**config.mk**
```make
export PLATFORM = sky130hd
export DESIGN_NAME = avalon_pwm_regs
export DESIGN_NICKNAME = d
export VERILOG_FILES = /design/src/rtl/avalon_pwm_pkg.sv /design/src/rtl/avalon_pwm_fade.sv /design/src/rtl/avalon_pwm_regs.sv
export SDC_FILE = /design/constraint.sdc
export NUM_CORES = 1
export LEC_CHECK = 0
export CAP_MARGIN = 0
export CORE_UTILIZATION = 31
export DETAILED_ROUTE_END_ITERATION = 6
export GPL_TIMING_DRIVEN = 1
export PLACE_DENSITY = 0.57
export SLEW_MARGIN = 20
export SYNTH_ARGS = -nofsm -noshare
export SYNTH_HDL_FRONTEND = slang
export SYNTH_SLANG_ARGS = --single-unit
```
**constraint.sdc**
```tcl
create_clock -name i_clk -period 1.8 [get_ports i_clk]
set_input_delay 0.18 -clock i_clk [delete_from_list [all_inputs] [get_ports i_clk]]
set_output_delay 0.18 -clock i_clk [all_outputs]
set_load 0.02 [all_outputs]
```
**src/rtl/avalon_pwm_pkg.sv**
```systemverilog
// Shared definitions for the Avalon-MM PWM register block: register map,
// CTRL/STATUS bit positions and the staged register set.
package avalon_pwm_pkg;

    localparam logic [2:0] ADDR_CTRL        = 3'd0;
    localparam logic [2:0] ADDR_DVSR        = 3'd1;
    localparam logic [2:0] ADDR_DUTY        = 3'd2;
    localparam logic [2:0] ADDR_STATUS      = 3'd3;
    localparam logic [2:0] ADDR_ACTIVE_DUTY = 3'd4;

    localparam int unsigned CTRL_ENABLE_BIT      = 0;
    localparam int unsigned CTRL_APPLY_NOW_BIT   = 1;
    localparam int unsigned STATUS_PENDING_BIT   = 0;
    localparam int unsigned STATUS_FADE_BUSY_BIT = 1;

    // Staged values waiting for the next applying event; duty is stored
    // already clamped to full scale, so the upper bits read back as zero.
    typedef struct packed {
        logic [31:0] dvsr;
        logic [31:0] duty;
    } staged_regs_t;

endpackage

```
**src/rtl/avalon_pwm_fade.sv**
```systemverilog
// Single-step duty ramp: moves the active duty one LSB toward the target.
// Only instantiated when AVALON_PWM_FADE_EN is defined.
module avalon_pwm_fade #(
    parameter int unsigned R = 10
) (
    input  logic [R:0] duty,
    input  logic [R:0] target,
    output logic [R:0] next_duty,
    output logic       busy
);

    always_comb begin
        next_duty = duty;
        busy      = (duty != target);
        if (duty < target) begin
            next_duty = duty + (R+1)'(1);
        end else if (duty > target) begin
            next_duty = duty - (R+1)'(1);
        end
    end

endmodule

```
**src/rtl/avalon_pwm_regs.sv**
```systemverilog
// Avalon-MM register front end for a PWM core: staged DVSR/DUTY applied at
// period boundaries or on apply_now. Optional ramping under AVALON_PWM_FADE_EN.
module avalon_pwm_regs
    import avalon_pwm_pkg::*;
#(
    parameter int unsigned R = 10
) (
    input  logic         i_clk,
    input  logic         i_rst_n,
    input  logic         i_avs_chipselect,
    input  logic [2:0]   i_avs_address,
    input  logic         i_avs_write,
    input  logic         i_avs_read,
    input  logic [31:0]  i_avs_writedata,
    output logic [31:0]  o_avs_readdata,
    input  logic         i_period_start,
    output logic [R:0]   o_duty,
    output logic [31:0]  o_dvsr,
    output logic         o_enable
);

    localparam logic [31:0] DUTY_FULL = 32'(2**R);

    staged_regs_t staged;
    logic         access_ok;
    logic         pending;
    logic         enable;
    logic [R:0]   duty;
    logic [31:0]  dvsr;
    logic [31:0]  readdata;

    logic         wr_en;
    logic         rd_en;
    logic         rdwr_both;
    logic         stage_wr;
    logic         apply_now;
    logic         apply;
    logic         apply_done;
    logic         fade_busy;
    logic [R:0]   target;
    logic [R:0]   next_duty;
    logic [31:0]  clamped_duty;
    logic [31:0]  rd_mux;

    // Bus accesses are blocked until one full clock after reset release.
    always_ff @(posedge i_clk or negedge i_rst_n) begin
        if (!i_rst_n) begin
            access_ok <= 1'b0;
        end else begin
            access_ok <= 1'b1;
        end
    end

    assign wr_en     = access_ok & i_avs_chipselect & i_avs_write;
    assign rd_en     = access_ok & i_avs_chipselect & i_avs_read & ~i_avs_write;
    assign rdwr_both = access_ok & i_avs_chipselect & i_avs_read & i_avs_write;
    assign stage_wr  = wr_en && ((i_avs_address == ADDR_DVSR) || (i_avs_address == ADDR_DUTY));
    assign apply_now = wr_en && (i_avs_address == ADDR_CTRL) && i_avs_writedata[CTRL_APPLY_NOW_BIT];
    assign apply     = apply_now | (i_period_start & pending);
    assign target    = staged.duty[R:0];

    assign clamped_duty = (i_avs_writedata > DUTY_FULL) ? DUTY_FULL : i_avs_writedata;

`ifdef AVALON_PWM_FADE_EN
    avalon_pwm_fade #(.R(R)) u_fade (
        .duty      (duty),
        .target    (target),
        .next_duty (next_duty),
        .busy      (fade_busy)
    );
    assign apply_done = (next_duty == target);
`else
    assign next_duty  = target;
    assign fade_busy  = 1'b0;
    assign apply_done = 1'b1;
`endif

    always_comb begin
        rd_mux = '0;
        case (i_avs_address)
            ADDR_CTRL:        rd_mux[CTRL_ENABLE_BIT] = enable;
            ADDR_DVSR:        rd_mux = staged.dvsr;
            ADDR_DUTY:        rd_mux = staged.duty;
            ADDR_STATUS: begin
                rd_mux[STATUS_PENDING_BIT]   = pending;
                rd_mux[STATUS_FADE_BUSY_BIT] = fade_busy;
            end
            ADDR_ACTIVE_DUTY: rd_mux = 32'(duty);
            default:          rd_mux = '0;
        endcase
    end

    always_ff @(posedge i_clk or negedge i_rst_n) begin
        if (!i_rst_n) begin
            staged   <= '0;
            pending  <= 1'b0;
            enable   <= 1'b0;
            duty     <= '0;
            dvsr     <= '0;
            readdata <= '0;
        end else begin
            if (wr_en) begin
                case (i_avs_address)
                    ADDR_CTRL: enable      <= i_avs_writedata[CTRL_ENABLE_BIT];
                    ADDR_DVSR: staged.dvsr <= i_avs_writedata;
                    ADDR_DUTY: staged.duty <= clamped_duty;
                    default:   ;
                endcase
            end

            // A coincident period start moves the previously staged values;
            // the new write keeps pending set for the following period.
            if (apply) begin
                dvsr <= staged.dvsr;
                duty <= next_duty;
            end

            if (stage_wr) begin
                pending <= 1'b1;
            end else if (apply && apply_done) begin
                pending <= 1'b0;
            end

            if (rd_en) begin
                readdata <= rd_mux;
            end else if (rdwr_both) begin
                readdata <= '0;
            end
        end
    end

    assign o_avs_readdata = readdata;
    assign o_duty         = duty;
    assign o_dvsr         = dvsr;
    assign o_enable       = enable;

endmodule

```
Word level (Yosys, flattened, before mapping) --
Index checks and enable logic that the tools add are counted. W data, S select, Z words.
Word-level totals: register bits 142, output and inout port bits 76, word-level logic and storage cells 39
Cells by class: magnitude comparators 1, equality and inequality tests 4, muxes and demuxes 8, bitwise operators 8, reduce and logical (&&, ||, !) cells 10
Operator list (number):
- $mux W32 | 3
- $pmux W30 S3 | 1
- $gt A32 B11 Y1 const B | 1
- $and A1 B1 Y1 | 6
- $eq A3 B2 Y1 const B | 2
- $reduce_and A2 Y1 | 3
- $pmux W1 S5 | 1
- $reduce_bool A2 Y1 | 2
- $eq A3 B1 Y1 const B | 1
- $eq A3 B3 Y1 const B | 1
- $logic_and A1 B1 Y1 | 3
- $logic_not A3 Y1 | 1
- $pmux W1 S3 | 1
- $mux W1 | 2
- $logic_or A1 B1 Y1 | 1
- $not A1 Y1 | 1
- $or A1 B1 Y1 | 1

Logic depth before layout (Yosys ltp) --
depth after elaboration 7, gate-level depth with buffers 6, mapped depth without buffers 4

Least setup slack after synthesis --
OpenSTA, ideal clock, no wires.
kind register to register, from register access_ok, to register dvsr[10], in the netlist o_dvsr[10], arrival 1499 ps, required time 1675 ps, setup slack 177 ps, stages on the path, launching flop included 5, buffers on the path 1, cells stage by stage dfrtp_1 and4b_1 a32oi_4 buf_6 mux2_2
On the way: longest elaborated chain between the ends 5
Ends and longest elaborated chain:
- from (decl) | RTL line avalon_pwm_regs.sv:25 | logic access_ok;
- from (signal assigned) | RTL line avalon_pwm_regs.sv:48 | access_ok <= 1'b0;
- from (signal assigned) | RTL line avalon_pwm_regs.sv:50 | access_ok <= 1'b1;
- $and A1 B1 Y1 (2 in a row) | RTL line avalon_pwm_regs.sv:54 | assign wr_en = access_ok & i_avs_chipselect & i_avs_write;
- $logic_and A1 B1 Y1 (2 in a row) | RTL line avalon_pwm_regs.sv:58 | assign apply_now = wr_en && (i_avs_address == ADDR_CTRL) && i_avs_writedata[CTRL_APPLY_NOW_BIT];
- $or A1 B1 Y1 | RTL line avalon_pwm_regs.sv:59 | assign apply = apply_now | (i_period_start & pending);
- to (signal assigned) | RTL line avalon_pwm_regs.sv:114 | dvsr <= staged.dvsr;
- to (decl) | RTL line avalon_pwm_regs.sv:29 | logic [31:0] dvsr;
No other way between the ends. A chain may end at the register's enable or synchronous reset.

Final worst setup path --
from register access_ok, to register dvsr[23], in the netlist o_dvsr[23]
Same word-level chain as after synthesis.

==> metrics.csv <==
stage,metric,value,unit
status,status,"finished, final reports clean",
clock_network,clock-sinks,142,
timing,fin_skew,0.00791,ns
die,pin_count,117,
logic_synthesis,yosysTopAreaCell,dfrtp_1,
worst_setup_path,max_stage_delay,0.39,ns
power,finalPower,10100,µW
worst_setup_path,crit_slowest_cell,dfrtp_1,
layout,insertedDiodeCount,0,
logic_synthesis,synthFlopType,dfrtp_1,
logic_synthesis,synth_nets,469,
worst_setup_path,cp.required,2.10,ns
worst_setup_path,cp_max_fo,14,
detailed_routing,drt-total-wl,14.8,mm
power,p_clk_share,37.9,%
timing,period_needed,1.71,ns
timing,fin_hold_ws,0.247,ns
worst_setup_path,endpoint_kind,flip-flop,
detailed_routing,viasPerCell,4.92,
run,maxCapViolations,0,
detailed_routing,dr.pass1.iters,5,
logic_synthesis,synth_edf_count,0,
clock_network,cts-root-buf,clkbuf_16,
placed_design,numPortBuffers,116,
logic_synthesis,synth_cell_types,37,
die,die_area,18900,µm²
clock_network,ctsHtreeMaxLevel,4,
placed_design,place_congestion,0.800,
placed_design,post_dp_cell_area,7480,µm²
power,irDropWorstVdd,665,µV
power,power.switching,2710,µW
die,start_util,31.6,%
worst_setup_path,timing.rr.start,access_ok$_DFF_PN0_,
die,fp.coreArea,18000,µm²
worst_setup_path,ff2ff_path_depth,4,
timing,hold_viol_final,0,
timing,fin_crit_sh,95.3,%
logic_synthesis,synth.most_common_cell,dfrtp_1,
detailed_routing,wl_per_cell,18.0,µm
logic_synthesis,async_reset_ff_share,100,%
detailed_routing,ant_nets,0,
die,die_w,138,µm
power,internal-power,7370,µW
placed_design,place_hpwl,10.1,mm
worst_setup_path,path_cells,and4b_1 > a32oi_4 > buf_12 > mux2_2,
clock_network,cts_buffers,17,
logic_synthesis,syn_inst,428,
worst_setup_path,regToRegSetupSlack,0.09,ns
global_routing,grt_max_degree,55,
layout,regArea,3550,µm²
logic_synthesis,synthesis.area,5700,µm²
clock_network,worstSkewPairLatency,0.42,ns
hold_path,hold_path.class,in -> async,
logic_synthesis,synth-seq-area-share,62.3,%
timing,drv_slew,0,
timing,max_freq,583,MHz
power,comb_power_share,22.1,%
logic_synthesis,yosys-top-cells-count,"dfrtp_1 (142), mux2_1 (49), nand2_1 (42), o21ai_0 (34), a22oi_1 (31)",
clock_network,cts_max_path_buffers,2,
global_routing,overflow,0,
logic_synthesis,syn_area_per_cell,13.3,µm²
worst_setup_path,r2r-end,o_dvsr[23]$_DFFE_PN0P_,
power,netSwitchingFraction,26.8,%
layout,drive_gt1_share,19.6,%
detailed_routing,drt-initial-drc-count,155,
worst_setup_path,crit_type,reg -> reg,
layout,fillerInstances,1664,
power,leakage,0.00360,µW
detailed_routing,drc,0,
layout,design_area,8140,µm²
worst_setup_path,critical_path_buf_inv_count,1,
clock_network,cts_tree,yes,
layout,nNetsFinal,625,
logic_synthesis,yosysWarnings,0,
power,seq_power_share,40.0,%
detailed_routing,vias,4057,
timing,setup_viol,0,
clock_network,post_cts_buffers,0,
worst_setup_path,worstPathArrival,2.01,ns
logic_synthesis,netlist.area_leader.share,62.3,%
global_routing,grt_usage,17.1,%
timing,rsz0062_at_grt,false,
die,num_rows,49,
power,cellPowerDensity,1240,nW/µm²
global_routing,grt_pass1_wl,23.9,mm
worst_setup_path,start_kind,flip-flop,
logic_synthesis,synth_seq_cells,142,
global_routing,antenna_found_initial,0,
worst_setup_path,crit_family,flip-flops,
global_routing,grt_pass1_vias,4248,
layout,syn2layout_area_growth,42.8,%
layout,multiInputGateArea,2020,µm²
die,die_h,138,µm
clock_network,cts.clk_slew.worst_paths,0.06,ns
logic_synthesis,synth_area_leaders,"dfrtp_1 (62%), mux2_1 (9.7%), mux2_2 (5.7%)",
## cells by family after synthesis
family	share of synthesized area, %
other cells	0.0658
simple gates	7.99
flops	62.3
mux	15.6
compound gates	11.3
buf+inv	2.79
## cell type report
class	count	area share, %
clock buffer	17	5.22
clock inverter	14	2.67
multi-input combinational	259	24.8
sequential	142	43.6
tap	229	3.52
timing repair buffer	164	20.1
## routing by layer
| metal | up-vias | global-route usage [%] | part of all wire, % |
|---|---|---|---|
| met2 | 114 | 27.4 | 48 |
| met5 | - | 0 | 0 |
| met3 | 19 | 4.05 | 4.2 |
| li1 | 1856 | - | - |
| met4 | 0 | 5.98 | 1.3 |
| met1 | 2068 | 22.4 | 46 |
## power by group through the flow
stage,Clock [µW],Sequential [µW],Combinational (µW)
2_1_floorplan,0,4460,664
3_3_place_gp,0,4090,2210
3_5_place_dp,0,4100,2240
4_1_cts,3890,4050,2260
5_1_grt,4050,4120,2380
6_report,3820,4030,2230
## registers in the layout, summed over array words and instances, names as in the netlist
name / flops
staged: 53
o_avs_readdata: 32
o_dvsr: 32
next_duty: 11
o_duty: 11
access_ok: 1
o_enable: 1
pending: 1
## repair_timing
action | 4_1_cts | 5_1_grt
hold buffers | 1 | 0
gates resized for setup | 0 | 2
setup endpoints to repair | 0 | 8
endpoints found under the hold margin | 40 | 0
## layout by cell type, fill, tap and decap left out, types with 3 or more instances in the layout
cell type and n:
mux2_2 29, buf_4 38, clkbuf_16 17, nand2_1 42
buf_12 9, nor2_1 4, mux2_1 49, and2_1 21
bufinv_16 5, clkinvlp_4 3, clkdlybuf4s50_1 115, o21ai_0 34
a22o_1 6, nor4_1 5, clkinv_4 3, a2bb2oi_1 10
dfrtp_1 142, a22oi_1 31
## worst register-to-register path, cell delays in order, from the launching register on
cell	delay, ns
dfrtp_1	0.39
and4b_1	0.27
a32oi_4	0.37
buf_12	0.20
mux2_2	0.36
## per-stage QoR
stage               util (%)  instances  setup WS (ns)  TNS (ns)
floorplan                  -        428          0.177         0
global placement        41.5        793         -0.434    -20.88
detailed placement      41.5        793         -0.384    -23.24
CTS                     45.1        825         0.0362         0
global route            45.2        825         0.0121         0
finish                  45.2        825         0.0855         0
## worst max-delay path by stage
stage | start | to | depth (start not counted)
floorplan | access_ok$_DFF_PN0_ | o_dvsr[10]$_DFFE_PN0P_ | 4
global placement | i_avs_writedata[0] | next_duty[9]$_DFFE_PN0P_ | 7
detailed placement | i_avs_writedata[0] | next_duty[6]$_DFFE_PN0P_ | 7
CTS | i_avs_writedata[0] | next_duty[9]$_DFFE_PN0P_ | 7
global route | access_ok$_DFF_PN0_ | next_duty[6]$_DFFE_PN0P_ | 6
finish | access_ok$_DFF_PN0_ | o_dvsr[23]$_DFFE_PN0P_ | 4
Note: power is estimated with default switching activity, not from simulation.
